===== src/rtl/coin_pkg.sv =====
// Shared types for the coin pulse conditioner: per-channel FSM state and meter width.
package coin_pkg;

  typedef enum logic [1:0] {
    IDLE     = 2'd0,
    PULSE    = 2'd1,
    GAP      = 2'd2,
    WAIT_REL = 2'd3
  } coin_state_t;

  localparam int COIN_METER_W = 8;

endpackage


===== src/rtl/coin_channel.sv =====
// One coin channel: 2-flop synchroniser, ena-timed debounce, and pulse/gap/re-arm FSM.
// COIN_METER_EN adds a per-channel 8-bit press counter on the coin_count port.
module coin_channel
  import coin_pkg::*;
#(
  parameter int DEBOUNCE_TICKS = 1024,
  parameter int PULSE_FRAMES   = 3,
  parameter int GAP_FRAMES     = 3
) (
  input  logic        clk,
  input  logic        RESET_N,
  input  logic        ena,
  input  logic        frame_tick,
  input  logic        coin_raw,
  output logic        coin_out,
  output coin_state_t state
`ifdef COIN_METER_EN
  ,
  output logic [COIN_METER_W-1:0] coin_count
`endif
);

  localparam int DW   = $clog2(DEBOUNCE_TICKS + 1);
  localparam int FMAX = (PULSE_FRAMES > GAP_FRAMES) ? PULSE_FRAMES : GAP_FRAMES;
  localparam int FW   = $clog2(FMAX + 1);

  logic          sync1;
  logic          sync2;
  logic          deb;
  logic [DW-1:0] deb_cnt;
  logic          deb_accept;
  logic          deb_rise;

  coin_state_t   state_n;
  logic [FW-1:0] fcnt;
  logic [FW-1:0] fcnt_n;

  always_ff @(posedge clk or negedge RESET_N) begin
    if (!RESET_N) begin
      sync1 <= 1'b0;
      sync2 <= 1'b0;
    end else begin
      sync1 <= coin_raw;
      sync2 <= sync1;
    end
  end

  // The counter only runs while the synchronised level differs from the
  // accepted one, so any bounce back to the old level restarts it.
  assign deb_accept = ena && (sync2 != deb) && (deb_cnt == DW'(DEBOUNCE_TICKS - 1));
  assign deb_rise   = deb_accept && sync2;

  always_ff @(posedge clk or negedge RESET_N) begin
    if (!RESET_N) begin
      deb     <= 1'b0;
      deb_cnt <= '0;
    end else if (sync2 == deb) begin
      deb_cnt <= '0;
    end else if (ena) begin
      if (deb_accept) begin
        deb     <= sync2;
        deb_cnt <= '0;
      end else begin
        deb_cnt <= deb_cnt + 1'b1;
      end
    end
  end

  always_comb begin
    state_n = state;
    fcnt_n  = fcnt;
    case (state)
      IDLE: begin
        if (deb_rise) begin
          state_n = PULSE;
          fcnt_n  = '0;
        end
      end
      PULSE: begin
        if (frame_tick) begin
          if (fcnt == FW'(PULSE_FRAMES - 1)) begin
            state_n = GAP;
            fcnt_n  = '0;
          end else begin
            fcnt_n = fcnt + 1'b1;
          end
        end
      end
      GAP: begin
        if (frame_tick) begin
          if (fcnt == FW'(GAP_FRAMES - 1)) begin
            state_n = WAIT_REL;
            fcnt_n  = '0;
          end else begin
            fcnt_n = fcnt + 1'b1;
          end
        end
      end
      WAIT_REL: begin
        if (!deb) state_n = IDLE;
      end
      default: begin
        state_n = IDLE;
        fcnt_n  = '0;
      end
    endcase
  end

  // coin_out is registered from the next state so it rises with the PULSE entry edge.
  always_ff @(posedge clk or negedge RESET_N) begin
    if (!RESET_N) begin
      state    <= IDLE;
      fcnt     <= '0;
      coin_out <= 1'b0;
    end else begin
      state    <= state_n;
      fcnt     <= fcnt_n;
      coin_out <= (state_n == PULSE);
    end
  end

`ifdef COIN_METER_EN
  always_ff @(posedge clk or negedge RESET_N) begin
    if (!RESET_N) begin
      coin_count <= '0;
    end else if (state == IDLE && state_n == PULSE) begin
      coin_count <= coin_count + 1'b1;
    end
  end
`endif

endmodule


===== src/rtl/coin_pulse_conditioner.sv =====
// Coin pulse conditioner top: shared vblank frame tick, NUM_CH coin_channel instances, busy flag.
// COIN_METER_EN exposes per-channel press counters on coin_count.
module coin_pulse_conditioner
  import coin_pkg::*;
#(
  parameter int NUM_CH         = 2,
  parameter int DEBOUNCE_TICKS = 1024,
  parameter int PULSE_FRAMES   = 3,
  parameter int GAP_FRAMES     = 3
) (
  input  logic              clk,
  input  logic              RESET_N,
  input  logic              ena,
  input  logic              vblank,
  input  logic [NUM_CH-1:0] coin_in,
  output logic [NUM_CH-1:0] coin_out,
  output logic              busy
`ifdef COIN_METER_EN
  ,
  output logic [NUM_CH*COIN_METER_W-1:0] coin_count
`endif
);

  logic              vblank_q;
  logic              frame_tick;
  logic [NUM_CH-1:0] active;
  coin_state_t       ch_state [NUM_CH];

  always_ff @(posedge clk or negedge RESET_N) begin
    if (!RESET_N) vblank_q <= 1'b0;
    else          vblank_q <= vblank;
  end

  assign frame_tick = vblank & ~vblank_q;

  for (genvar i = 0; i < NUM_CH; i++) begin : g_ch
    coin_channel #(
      .DEBOUNCE_TICKS(DEBOUNCE_TICKS),
      .PULSE_FRAMES  (PULSE_FRAMES),
      .GAP_FRAMES    (GAP_FRAMES)
    ) u_ch (
      .clk       (clk),
      .RESET_N   (RESET_N),
      .ena       (ena),
      .frame_tick(frame_tick),
      .coin_raw  (coin_in[i]),
      .coin_out  (coin_out[i]),
      .state     (ch_state[i])
`ifdef COIN_METER_EN
      ,
      .coin_count(coin_count[i*COIN_METER_W +: COIN_METER_W])
`endif
    );
    assign active[i] = (ch_state[i] != IDLE);
  end

  always_ff @(posedge clk or negedge RESET_N) begin
    if (!RESET_N) busy <= 1'b0;
    else          busy <= |active;
  end

endmodule


===== config.mk =====
export PLATFORM = sky130hd
export DESIGN_NAME = coin_pulse_conditioner
export DESIGN_NICKNAME = d
export VERILOG_FILES = /design/src/rtl/coin_pkg.sv /design/src/rtl/coin_channel.sv /design/src/rtl/coin_pulse_conditioner.sv
export SDC_FILE = /design/constraint.sdc
export NUM_CORES = 1
export LEC_CHECK = 0
export CAP_MARGIN = 20
export CORE_UTILIZATION = 50
export CTS_CLUSTER_DIAMETER = 120
export DETAILED_ROUTE_END_ITERATION = 12
export GPL_TIMING_DRIVEN = 0
export PLACE_DENSITY = 0.72
export SETUP_SLACK_MARGIN = 0.4
export SLEW_MARGIN = 10
export SYNTH_ARGS = -nofsm -noshare
export SYNTH_HDL_FRONTEND = slang
export SYNTH_SLANG_ARGS = --single-unit

===== constraint.sdc =====
create_clock -name clk -period 4.1 [get_ports clk]
set_input_delay 0.615 -clock clk [delete_from_list [all_inputs] [get_ports clk]]
set_output_delay 0.615 -clock clk [all_outputs]
set_load 0.05 [all_outputs]

==> impl_metrics.toml <==
[floorplan]
fp.coreArea_sq_um = 4140
die_w_um = 68.8
rows = 23
dieArea_sq_um = 4730
die_y_um = 68.8
start_util = 0.538
ios = 9

[sta]
setup_tns_ns = 0
slew_headroom = 0.609
holdWs_ns = 0.207
skew_ns = 0.0122
period_needed_ns = 2.12
hold_violations = 0
drv_slew = 0
timing.final.crit_share = 0.517
rsz0062_at_grt = "false"
setup_violations = 0
worstMarginPinSlew_ns = 0.579
clock.fmax_mhz = 472

[pwr]
peakVddDrop_mv = 0.282
clkPwrFrac = 0.430
p_total_uw = 771
p_per_area_nw_per_um2 = 309
p_int_uw = 595
sw_frac_of_total = 0.228
switching_power_uw = 175
power_frac_seq = 0.526
power.share.combinational = 0.044
power.leakage_nw = 1.08

[placed_design]
gp_congestion = 0.756
portBuffers = 7
hpwl_mm = 2.77
dp_cells = 271

[global_route]
grt.total_usage = 0.195
grt_pass1_vias = 1477
grt_overflow = 0
grt_pass1_wl_mm = 6.72
grt_antenna_before_repair = 0
grt_max_degree = 28

[cells_and_area]
fill_cells = 368
final_common_cell = "dfrtp_1"
final_cell_mix = "dfrtp_1, nand2_1, a21oi_1"
final_cells = 279
layout.nets = 246
areaGrowthSynthToFinish_pct = 11.8
drive_gt1_frac = 0.135
antennaDiodeCount = 0

[route]
via_per_inst = 5.82
first_pass_iters = 4
vias = 1624
dr.first_iter.drc_count = 108
drc = 0
post_drt_wl_per_cell_um = 14.6
drt_wl_total_mm = 4.08
ant_nets = 0

[critical_path]
path_max_fanout = 1
critPathKind = "reg -> out"
crit_chain = "buf_4, clkdlybuf4s50_1"
worstPathArrival_ns = 1.51
critPathCaptureType = "output port"
worst-endpoint-required_ns = 3.48
crit_path_start_kind = "flop"
slowest_stage = "clkdlybuf4s50_1"
max_stage_delay_ns = 0.78

[logic_synthesis]
yosysSeqAreaShare = 0.449
yosys_warnings = 0
synth_top_family_by_area = "simple AND/OR/NAND/NOR gates"
synthFlopType = "dfrtp_1"
avgSynthCellArea_sq_um = 10.5
ys_ff_latch = 40
synth_cell_types = 53
async_reset_ff_frac = 1.00
synthMuxAreaShare = 0.0337
synth-simple-area-share = 0.241
synth_edf_count = 0
synth_fa_ha_area_frac = 0.0673
synthCells = 213
syn_area_sq_um = 2230
synth_xor_area_frac = 0.0393
synth_nets = 231
synth-compound-area-share = 0.137

[clock_tree]
cts_buffer_depth = 2
cts_setup_buffers = 0
h-tree-depth = 2
root_buffer = "clkbuf_8"
cts_buffers = 5
tritoncts = "built"
path_clk_slew_ns = 0.09
cts_resized = 0
clkLatencyLatePin_ns = 0.30
cts_sinks = 40
holdBufCountCts = 0

[hold_path]
hold_path_class = "in -> async"

[run_status]
status = "completed"

[job]
cap_violations = 0
## state kept, by name, indices dropped and copies added, names as in the netlist
register,cells
g_ch.u_ch.fcnt,4
busy,1
g_ch.u_ch.coin_out,2
g_ch.u_ch.sync2,2
g_ch.u_ch.state,4
g_ch.u_ch.deb_cnt,22
g_ch.u_ch.deb,2
g_ch.u_ch.sync1,2
vblank_q,1
## critical path, delay by kind of cell (launching register included)
| kind | cells | cell delay [ns] |
|---|---|---|
| flops | 1 | 0.33 |
| buf+inv | 2 | 0.87 |
## layer usage
metal	global-route usage	vias up	part of all wire
met3	0.0543	7	0.027
met1	0.268	775	0.51
met5	0	-	0
met4	0.0714	0	0.012
met2	0.293	21	0.45
li1	-	821	-
## path summary, 6_finish.rpt
check / slack (ns) / end / cells after the start / from
setup / recovery: 1.98 / coin_out[0] / 2 / g_ch[0].u_ch.coin_out
min in group clk: 0.36 / g_ch[0].u_ch.sync2 / 0 / g_ch[0].u_ch.sync1
max in group asynchronous: 3.45 / g_ch[0].u_ch.deb_cnt[10] / 2 / RESET_N
hold reg to reg: 0.36 / g_ch[0].u_ch.sync2 / 0 / g_ch[0].u_ch.sync1
setup reg to reg: 2.16 / g_ch[1].u_ch.fcnt[1] / 5 / g_ch[1].u_ch.deb_cnt[0]
hold / removal: 0.21 / g_ch[1].u_ch.sync1 / 1 / RESET_N
## cells in the mapped netlist (3+ instances only)
library cell | count | area share
dfrtp_1 | 40 | 0.45
nand2_1 | 20 | 0.034
a21oi_1 | 14 | 0.031
nor2_1 | 13 | 0.022
ha_1 | 12 | 0.067
nand3_1 | 12 | 0.027
a31oi_1 | 6 | 0.017
inv_1 | 6 | 0.010
xor2_1 | 6 | 0.024
nand4_1 | 5 | 0.014
o21ai_0 | 5 | 0.011
clkbuf_1 | 4 | 0.0067
nand3b_1 | 4 | 0.013
nor3_1 | 4 | 0.0090
xnor2_1 | 4 | 0.016
a311oi_1 | 3 | 0.012
mux2_2 | 3 | 0.015
nand2b_1 | 3 | 0.0084
nor3b_1 | 3 | 0.010
## cells by family (layout without fill, tap and decap cells)
group                      count (synthesis)  in the layout
and+or+nand+nor                           87             87
buffers and inverters                     15             31
adders and majority gates                 12             12
AOI/OAI and AO/OA                         43             43
xor gates and xnor gates                  10             10
DFF                                       40             40
muxes                                      6              6
## area by class of cell
| cell class | count | area [sq um] | share of cell area |
|---|---|---|---|
| clock buffer | 5 | 68.8 | 0.0276 |
| multi-input combinational | 158 | 1160 | 0.464 |
| sequential | 40 | 1000 | 0.401 |
| timing repair buffer | 8 | 85.1 | 0.0341 |
| inverter | 6 | 22.5 | 0.00903 |
| tap | 50 | 62.6 | 0.0251 |
| buffer | 9 | 50.0 | 0.0201 |
| clock inverter | 3 | 46.3 | 0.0186 |
## power by group through the flow
stage,combinational (mW),clock (mW),sequential [mW]
final,0.0339,0.331,0.406
after global routing,0.0384,0.354,0.407
after CTS,0.0349,0.340,0.405
after detailed placement,0.0348,0,0.413
after global placement,0.0326,0,0.413
after floorplan,0.0164,0,0.412
## metrics by stage
stage	cell area [sq um]	setup slack, ns	util
after floorplan	2230	2.23	-
final	2490	1.98	0.602
after detailed placement	2380	1.78	0.574
after CTS	2490	1.97	0.602
after global placement	2360	1.42	0.570
after global routing	2490	1.92	0.602
No activity file was read; power rests on OpenSTA's default activity.
